===== src/rtl/axi_lite_apb_frontend.sv =====
// AXI4-Lite slave front end: one-deep AW/W/AR buffers feeding one APB command at a time; `AXI_APB_FE_RR_ARB_EN selects round-robin arbitration.
// Latency: last AW/W (or AR) handshake at edge N -> start_* high from cycle N+2; response valid the cycle after the completion strobe.
// Backpressure: s_*ready drop while a buffer is full; B/R are held until s_bready/s_rready.
module axi_lite_apb_frontend #(
   parameter int AW = 32,
   parameter int DW = 32
) (
   input  logic            apb_clk,
   input  logic            sys_areset,
   input  logic [AW-1:0]   s_awaddr,
   input  logic [2:0]      s_awprot,
   input  logic            s_awvalid,
   output logic            s_awready,
   input  logic [DW-1:0]   s_wdata,
   input  logic [DW/8-1:0] s_wstrb,
   input  logic            s_wvalid,
   output logic            s_wready,
   output logic [1:0]      s_bresp,
   output logic            s_bvalid,
   input  logic            s_bready,
   input  logic [AW-1:0]   s_araddr,
   input  logic [2:0]      s_arprot,
   input  logic            s_arvalid,
   output logic            s_arready,
   output logic [DW-1:0]   s_rdata,
   output logic [1:0]      s_rresp,
   output logic            s_rvalid,
   input  logic            s_rready,
   output logic            start_write,
   output logic            start_read,
   output logic [AW-1:0]   write_address,
   output logic [AW-1:0]   read_address,
   output logic [DW-1:0]   write_data,
   output logic [DW/8-1:0] be,
   output logic [2:0]      wprot,
   output logic [2:0]      rprot,
   input  logic [DW-1:0]   read_data,
   input  logic            read_data_valid,
   input  logic            done_write,
   input  logic            slv_err
);

   localparam logic [2:0] IDLE    = 3'd0;
   localparam logic [2:0] WR_REQ  = 3'd1;
   localparam logic [2:0] WR_RESP = 3'd2;
   localparam logic [2:0] RD_REQ  = 3'd3;
   localparam logic [2:0] RD_RESP = 3'd4;

   logic [2:0] state;
   logic       aw_full, w_full, ar_full;
   logic       wr_elig, rd_elig, grant_rd, grant_wr;

   assign s_awready = ~aw_full;
   assign s_wready  = ~w_full;
   assign s_arready = ~ar_full;
   assign wr_elig   = aw_full & w_full;
   assign rd_elig   = ar_full;

`ifdef AXI_APB_FE_RR_ARB_EN
   // 1 = last grant went to read; reset value means "write", so read wins the first tie.
   logic last_grant_rd;

   always_comb begin
      grant_rd = rd_elig & (~wr_elig | ~last_grant_rd);
      grant_wr = wr_elig & ~grant_rd;
   end

   always_ff @(posedge apb_clk or posedge sys_areset) begin
      if (sys_areset)
         last_grant_rd <= 1'b0;
      else if (state == IDLE && (grant_rd || grant_wr))
         last_grant_rd <= grant_rd;
   end
`else
   always_comb begin
      grant_rd = rd_elig;
      grant_wr = wr_elig & ~rd_elig;
   end
`endif

   always_ff @(posedge apb_clk or posedge sys_areset) begin
      if (sys_areset) begin
         state         <= IDLE;
         aw_full       <= 1'b0;
         w_full        <= 1'b0;
         ar_full       <= 1'b0;
         write_address <= '0;
         wprot         <= '0;
         write_data    <= '0;
         be            <= '0;
         read_address  <= '0;
         rprot         <= '0;
         start_write   <= 1'b0;
         start_read    <= 1'b0;
         s_bvalid      <= 1'b0;
         s_bresp       <= 2'b00;
         s_rvalid      <= 1'b0;
         s_rresp       <= 2'b00;
         s_rdata       <= '0;
      end else begin
         // A buffer can only be loaded while empty, so loads never collide with the clears below.
         if (s_awvalid && !aw_full) begin
            aw_full       <= 1'b1;
            write_address <= s_awaddr;
            wprot         <= s_awprot;
         end
         if (s_wvalid && !w_full) begin
            w_full     <= 1'b1;
            write_data <= s_wdata;
            be         <= s_wstrb;
         end
         if (s_arvalid && !ar_full) begin
            ar_full      <= 1'b1;
            read_address <= s_araddr;
            rprot        <= s_arprot;
         end

         case (state)
            IDLE: begin
               if (grant_rd) begin
                  start_read <= 1'b1;
                  state      <= RD_REQ;
               end else if (grant_wr) begin
                  start_write <= 1'b1;
                  state       <= WR_REQ;
               end
            end
            WR_REQ: begin
               // start_write must fall on this edge or the APB FSM launches the write again.
               if (done_write) begin
                  start_write <= 1'b0;
                  aw_full     <= 1'b0;
                  w_full      <= 1'b0;
                  s_bresp     <= slv_err ? 2'b10 : 2'b00;
                  s_bvalid    <= 1'b1;
                  state       <= WR_RESP;
               end
            end
            WR_RESP: begin
               if (s_bready) begin
                  s_bvalid <= 1'b0;
                  state    <= IDLE;
               end
            end
            RD_REQ: begin
               if (read_data_valid) begin
                  start_read <= 1'b0;
                  ar_full    <= 1'b0;
                  s_rdata    <= read_data;
                  s_rresp    <= slv_err ? 2'b10 : 2'b00;
                  s_rvalid   <= 1'b1;
                  state      <= RD_RESP;
               end
            end
            RD_RESP: begin
               if (s_rready) begin
                  s_rvalid <= 1'b0;
                  state    <= IDLE;
               end
            end
            default: state <= IDLE;
         endcase
      end
   end

endmodule


===== config.mk =====
export PLATFORM = sky130hd
export DESIGN_NAME = axi_lite_apb_frontend
export DESIGN_NICKNAME = d
export VERILOG_FILES = /design/src/rtl/axi_lite_apb_frontend.sv
export SDC_FILE = /design/constraint.sdc
export NUM_CORES = 1
export LEC_CHECK = 0
export ABC_AREA = 1
export CAP_MARGIN = 40
export CORE_ASPECT_RATIO = 1.1
export CORE_MARGIN = 2
export CORE_UTILIZATION = 25
export DETAILED_ROUTE_END_ITERATION = 10
export PLACE_DENSITY = 0.66
export SYNTH_ARGS = -nofsm -noshare
export SYNTH_HDL_FRONTEND = slang
export SYNTH_SLANG_ARGS = --single-unit

===== constraint.sdc =====
create_clock -name apb_clk -period 12.3 [get_ports apb_clk]
set_clock_uncertainty 0.1 [all_clocks]
set_input_delay 2.46 -clock apb_clk [delete_from_list [all_inputs] [get_ports apb_clk]]
set_output_delay 2.46 -clock apb_clk [all_outputs]
set_load 0.02 [all_outputs]

**Yosys cells after proc, flatten, opt, wreduce, memory -nomap -nowiden**

Index checks and enable logic that the tools add are counted.

- Flip-flop bits (word level): 152
- Bits of input ports: 148
- Output and inout port bits: 149
- Logic and storage cells: 82

- Equality and inequality tests: 12
- Mux-type cells: 30
- Bitwise gates (word level): 5
- Reductions and logical operators: 18

Operators by type and width:

| operator | number |
|---|---|
| $mux W1 | 18 |
| $mux W3 | 6 |
| $pmux W3 S5 | 1 |
| $ne A2 B2 Y1 const B | 7 |
| $reduce_and A3 Y1 | 3 |
| $pmux W1 S2 | 4 |
| $reduce_bool A2 Y1 | 4 |
| $eq A3 B2 Y1 const B | 2 |
| $reduce_and A5 Y1 | 1 |
| $reduce_and A2 Y1 | 2 |
| $reduce_and A4 Y1 | 1 |
| $eq A3 B1 Y1 const B | 1 |
| $eq A3 B3 Y1 const B | 1 |
| $logic_and A1 B1 Y1 | 3 |
| $logic_not A1 Y1 | 3 |
| $logic_not A3 Y1 | 1 |
| $ne A3 B3 Y1 const B | 1 |
| $not A1 Y1 | 3 |
| $and A1 B1 Y1 | 2 |
| $mux W2 | 1 |

**Depth between registers and ports, before layout**

Gate-level depths: netlist of run 1.

- Depth after elaboration: 5
- Depth in mapped cells: 8
- Depth with buffers taken out: 8

**Worst setup path before layout of run 1**

Ideal clock, no wire load.

- Path type: input port to flip-flop
- Start: input port s_arvalid
- End: register read_address[0]
- Setup time: 125 ps
- Data arrival time: 3082 ps
- Required time: 12075 ps
- Path slack: 8993 ps
- Stages on the path: 3
- Buffers on the path: 1
- Path through: nand2_2 -> buf_6 -> mux2_2

- Longest elaborated chain between the ends: 1

Ends and longest elaborated chain:

| item | RTL line | RTL |
|---|---|---|
| start, declared | 23 | `input logic s_arvalid,` |
| $logic_and A1 B1 Y1 | 112 | `if (s_arvalid && !ar_full) begin` |
| end signal, assigned | 114 | `read_address <= s_araddr;` |
| end, declared | 32 | `output logic [AW-1:0] read_address,` |

No other way between the ends.
A chain may end at the register's enable or synchronous reset.

**Worst setup path in the final report of run 1**

- Start: register aw_full
- End: output port s_awready

- Longest elaborated chain between the ends: 1

Ends and longest elaborated chain:

| item | RTL line | RTL |
|---|---|---|
| start, declared | 50 | `logic aw_full, w_full, ar_full;` |
| start signal, assigned | 84 | `aw_full <= 1'b0;` |
| start signal, assigned | 103 | `aw_full <= 1'b1;` |
| start signal, assigned | 132 | `aw_full <= 1'b0;` |
| $not A1 Y1 | 53 | `assign s_awready = ~aw_full;` |
| end, declared | 13 | `output logic s_awready,` |

No other way between the ends.

==> results of run 1 <==
worst min path at each step:
stage / slack (ps) / end / start / cells after the start
CTS: 380 / s_rdata[29] / s_rdata[29] / 2
global placement: 360 / s_rvalid / s_rvalid / 2
floorplan: 400 / aw_full / aw_full / 2
global route: 400 / s_rdata[17] / s_rdata[17] / 2
finish: 380 / s_rvalid / s_rvalid / 2
detailed placement: 360 / s_rdata[8] / s_rdata[8] / 2
final cells by class:
cell class                 count  area (µm²)
clock buffer                  20         457
clock inverter                12         141
fill                        2173       13200
inverter                      15        61.3
multi-input combinational    255        1800
sequential                   150        3750
tap                          300         375
timing repair buffer         297        3000
cell usage in the layout (no fill, tap or decap), drive strengths merged:
| cell type | instances |
|---|---|
| nor3 | 1 |
| clkinv | 4 |
| inv | 19 |
| conb | 2 |
| clkdlybuf4s50 | 294 |
| mux2 | 106 |
| nor2 | 9 |
| clkbuf | 20 |
| bufinv | 2 |
| dfrtp | 150 |
| nand4 | 1 |
| clkinvlp | 2 |
| o21ai | 4 |
| nand3 | 7 |
| nand2 | 124 |
| o211ai | 1 |
| buf | 3 |
cells by family after synthesis:
group,count (synthesis),share of synthesized area
other,1,0.000649
buffers and inverters,33,0.0386
AO/OA/AOI/OAI,5,0.00477
multiplexers,106,0.207
AND/OR/NAND/NOR,142,0.0992
flip-flops,150,0.650
critical path, stage by stage, from the launching register on:
cell             delay, ps
dfrtp_1                390
inv_1                  150
clkdlybuf4s50_1        700
power by group:
group / internal (mW) / switching (mW)
Combinational: 0.623 / 0.581
Sequential: 0.735 / 0.123
Clock: 0.313 / 0.217
registers in the layout (all words and copies together), names as in the netlist:
register and flops:
s_rdata 32, state 3, w_full 1, start_write 1, be 4, start_read 1, wprot 3, s_rvalid 1
rprot 3, write_address 32, s_rresp 1, read_address 32, aw_full 1, write_data 32, ar_full 1, s_bresp 1
s_bvalid 1
per-stage QoR:
| stage | power (mW) | utilization | area, µm² | std cells | setup slack, ps |
|---|---|---|---|---|---|
| detailed placement | 2.08 | 0.395 | 8990 | 1017 | 7860 |
| global route | 2.74 | 0.421 | 9590 | 1049 | 8000 |
| finish | 2.59 | 0.421 | 9590 | 1049 | 8090 |
| CTS | 2.63 | 0.421 | 9590 | 1049 | 8060 |
| floorplan | 1.47 | - | 5780 | 438 | 5700 |
| global placement | 2.06 | 0.392 | 8940 | 1015 | 7670 |
synthesized netlist by cell type, drive strengths merged:
cell type  count  area share
nand3          7      0.0061
inv           15      0.0098
nor2           9      0.0063
mux2         106        0.21
o211ai         1      0.0013
buf           18       0.029
dfrtp        150        0.65
nor3           1      0.0017
conb           1     0.00065
o21ai          4      0.0035
nand4          1      0.0011
nand2        124       0.084
layer usage:
layer,track usage,up-vias,share of wire
met1,0.155,2113,0.40
met4,0.0545,0,0.025
met2,0.213,156,0.50
met3,0.0444,22,0.069
met5,0,-,0
li1,-,2025,-
==> results by group, run 1 <==
Pwr
  • Worst vdd ir: 0.000118 V
  • PwrDens: 270 nW/µm²
  • Pleak: 4.23 nW

Floorplan
  • Top Ports: 297
  • Die H: 163 µm
  • Chip width: 149 µm
  • Row count: 58
  • DIE AREA: 24300 µm²
  • Starting Density: 0.253
  • CORE AREA: 22800 µm²

Setup path
  • Critical Path RT: 9740 ps
  • CP Data Arrival Time: 1650 ps
  • Cells on worst reg2reg path: 6
  • RR Startpoint: state[0]
  • Worst setup path endpoint: s_awready
  • CP endpoint kind: output port
  • Setup crit start kind: flip-flop
  • Crit Path Category: flip-flop to output port
  • R2R Path End: s_rdata[19]
  • Reg2reg setup slack: 10220 ps
  • Critical Path Fanout Max: 3
  • Crit. Startpoint: aw_full

Clock network
  • Hold_buf cts: 0
  • TritonCTS clock tree: yes
  • Maximum root-to-sink buffer count: 2
  • Clk sinks: 150
  • Resize count post-CTS: 0
  • Root Buffer: clkbuf_16
  • Worst-path clk slew: 60 ps
  • Post-CTS setup buffers: 0
  • Clk Latency, worst-skew pair: 410 ps
  • H-tree levels: 4
  • TritonCTS buffer count: 17

Timing
  • Final count of hold timing violations: 0
  • Hold_ws: 379 ps
  • Pins Over Slew Limit: 0
  • Pin slew with the least headroom to its limit: 783 ps
  • RSZ-0062 raised after global routing: false
  • Slew HR: 0.478
  • Final setup fails: 0
  • Final period util: 0.342
  • Max Fclk: 237 MHz
  • Setup TNS: 0 ps
  • Tmin final: 4210 ps

Job
  • Maximum capacitance violations: 0

Placed design
  • I/O Buffers: 294
  • Gp weighted congestion: 0.745
  • DPL Wire Length: 11600 µm

Drt
  • DR pass1 iterations: 4
  • Wire length per cell: 15.1 µm
  • Detailed Route WL: 15800 µm
  • Average vias per placed instance: 4.11
  • Via count: 4316
  • Antenna Nets Post-Route: 0
  • Residual DRC: 0
  • DR iter-0 viols: 158

Final layout
  • Share of cells above drive strength 1: 0.182
  • Area grow syn2layout: 66.0%
  • Fin nets: 884
  • Number of diodes: 0

Synthesis
  • Syn Area/Cell: 13.2 µm²
  • Synth Warn #: 0
  • Cell Area, Synth: 5770 µm²
  • Cells after Synth: 437
  • Yosys cell types: 19
  • FF+latch count, synth: 150
  • Sequential share of the synthesized area: 0.650

Global routing
  • Largest net degree at the start of global routing: 86
  • Total GRT Usage: 0.130
  • Grt total ovfl: 0
  • Vias in the first global route: 4446
  • First-pass GRT wire length: 24200 µm
  • Initial antenna violation count: 0

Min path
  • Worst Hold Class: flip-flop to flip-flop

Status
  • Status: finished clean
Note: power is estimated with default switching activity, not from simulation.
==> run 2: changes to the inputs <==
Clock period 12.3 ns to 4.3 ns, I/O delays scaled along.
==> run 2 against run 1 <==
Critical path depth stayed put. Largest cell class unchanged. Sequential cell count stayed put. Critical path type unchanged. Register-to-register slack worse by 7500 ps. Critical endpoint unchanged. Combinational power grew to 2.9 times the previous value.
==> results by group, run 2 (synthesized netlist as in run 1, its figures left out) <==
Status
  • Status: finished clean

Final layout
  • Sequential cell area: 3750 µm² (unchanged)
  • Number of diodes: 0 (unchanged)
  • Share of cells above drive strength 1: 0.181 (-0.000242)
  • Area grow syn2layout: 67.2%
  • Area of the multi-input gates: 1800 µm² (unchanged)
  • Fin nets: 885 (+0.11%)
  • Commonest cells after routing, fill and taps aside: clkdlybuf4s50_1 (294), dfrtp_1 (150), nand2_1 (120), mux2_2 (92), clkbuf_16 (17)
  • FILL cells: 2160 (-0.60%)
  • Commonest non-fill, non-tap cell in the layout: clkdlybuf4s50_1

Setup path
  • CP endpoint kind: output port
  • Critical Path RT: 3340 ps (-6400 ps)
  • Slowest stage cell on the critical path: clkdlybuf4s50_1
  • Crit-path cells: inv_1 > clkdlybuf4s50_1
  • CP Data Arrival Time: 1610 ps (-40 ps)
  • Setup crit start kind: flip-flop
  • Critical path's largest stage delay: 660 ps (-40 ps)
  • Crit Path Category: flip-flop to output port
  • Critical Path Fanout Max: 3 (unchanged)

Drt
  • DR pass1 iterations: 4 (unchanged)
  • Average vias per placed instance: 4.10 (-0.42%)
  • Detailed Route WL: 16200 µm (+2.3%)
  • DR iter-0 viols: 178 (+13%)
  • Residual DRC: 0 (unchanged)
  • Via count: 4302 (-0.32%)
  • Wire length per cell: 15.4 µm (+2.2%)
  • Antenna Nets Post-Route: 0 (unchanged)

Pwr
  • Logic pwr share: 0.457 (-0.008)
  • Part of the power in registers: 0.324 (-0.007)
  • Worst vdd ir: 0.000298 V (+150%)
  • Clock network power share: 0.219 (+0.015)
  • Switching share of power: 0.349 (-0.00662)
  • PwrDens: 784 nW/µm² (+190%)
  • Switch Pwr: 2.64 mW (+190%)
  • Internal power: 4.93 mW (+190%)
  • Pleak: 4.26 nW (+0.65%)

Clock network
  • Post-CTS setup buffers: 0 (unchanged)
  • Clk Latency, worst-skew pair: 410 ps (about the same)
  • TritonCTS clock tree: yes
  • TritonCTS buffer count: 17 (unchanged)
  • H-tree levels: 4 (unchanged)
  • Root Buffer: clkbuf_16
  • Worst-path clk slew: 60 ps (about the same)
  • Clk sinks: 150 (unchanged)
  • Hold_buf cts: 0 (unchanged)
  • Maximum root-to-sink buffer count: 2 (unchanged)
  • Resize count post-CTS: 0 (unchanged)

Timing
  • Final count of hold timing violations: 0 (unchanged)
  • Max Fclk: 390 MHz
  • Setup TNS: 0 ps (unchanged)
  • RSZ-0062 raised after global routing: false
  • Final setup fails: 0 (unchanged)
  • Pin slew with the least headroom to its limit: 744 ps (-38.8 ps)
  • Tmin final: 2570 ps
  • Final period util: 0.597
  • Pins Over Slew Limit: 0 (unchanged)
  • Slew HR: 0.503 (+0.0248)
  • Hold_ws: 377 ps (-2.09 ps)

Job
  • Maximum capacitance violations: 0 (unchanged)

Floorplan
  • Starting Density: 0.253 (unchanged)
  • DIE AREA: 24300 µm² (unchanged)
  • Chip width: 149 µm (unchanged)
  • Top Ports: 297 (unchanged)
  • Die H: 163 µm (unchanged)
  • Row count: 58 (unchanged)
  • CORE AREA: 22800 µm² (unchanged)

Global routing
  • Initial antenna violation count: 0 (unchanged)
  • Total GRT Usage: 0.133 (+0.00339)
  • Grt total ovfl: 0 (unchanged)
  • Vias in the first global route: 4495 (+1.1%)
  • Largest net degree at the start of global routing: 65 (-24%)
  • First-pass GRT wire length: 24800 µm (+2.1%)

Placed design
  • DPL Wire Length: 11800 µm (+1.7%)
  • Gp weighted congestion: 0.746 (+0.16%)
  • I/O Buffers: 294 (unchanged)

Min path
  • Worst Hold Class: flip-flop to flip-flop
-- run 2: cell types whose count changed in the layout (fill, tap and decap cells not counted), moves of 2 or more --
| cell | change |
|---|---|
| bufinv_16 | +3 |
| buf_12 | +2 |
| clkbuf_8 | -2 |
| inv_6 | -2 |
-- run 2: final cells by class --
type,count,area share
well taps,300,0.0389
clock inverters,13,0.0226
repair buffers,298,0.312
inverters,15,0.00622
flip-flops and latches,150,0.389
multi-input cells,255,0.187
clock buffers,19,0.0449
-- run 2: final timing paths --
| path | startpoint | end | slack [ps] | cells after the start |
|---|---|---|---|---|
| max in group asynchronous | sys_areset | read_address[5] | 2520 | 3 |
| worst min register to register | s_rdata[13] | s_rdata[13] | 380 | 2 |
| worst max register to register | aw_full | write_address[26] | 2770 | 3 |
| worst min-delay path | s_rdata[13] | s_rdata[13] | 380 | 2 |
| worst max-delay path | aw_full | s_awready | 1730 | 2 |
| min in group asynchronous | sys_areset | s_bresp[1] | 810 | 2 |
-- run 2: metrics by stage --
step / utilization / power (mW) / setup WS [ps] / cells / instance area, µm²
final: 0.424 / 7.57 / 1730 / 1050 / 9650
after global routing: 0.424 / 8.01 / 1620 / 1050 / 9650
after global placement: 0.394 / 5.92 / 1670 / 1017 / 8980
after floorplan: - / 4.21 / 1450 / 438 / 5780
after detailed placement: 0.395 / 5.97 / 1860 / 1018 / 9000
after CTS: 0.424 / 7.69 / 1660 / 1050 / 9650
-- run 2: worst max-delay path, delay by kind of cell (launching register included) --
| family | cells | cell delay [ps] |
|---|---|---|
| buf+inv | 2 | 810 |
| flops | 1 | 400 |
-- run 2: per-layer routing --
metal | share of wire | up-vias | global-route usage
li1 | - | 2035 | -
met1 | 0.40 | 2094 | 0.158
met2 | 0.51 | 149 | 0.221
met3 | 0.065 | 24 | 0.0416
met4 | 0.023 | 0 | 0.0584
met5 | 0 | - | 0
-- run 2: power by group through the flow --
stage | logic (mW) | clock network, mW | registers (mW)
finish | 3.46 | 1.66 | 2.45
CTS | 3.51 | 1.72 | 2.46
global placement | 3.47 | 0 | 2.45
floorplan | 0.930 | 0 | 3.28
detailed placement | 3.50 | 0 | 2.47
global route | 3.68 | 1.79 | 2.54
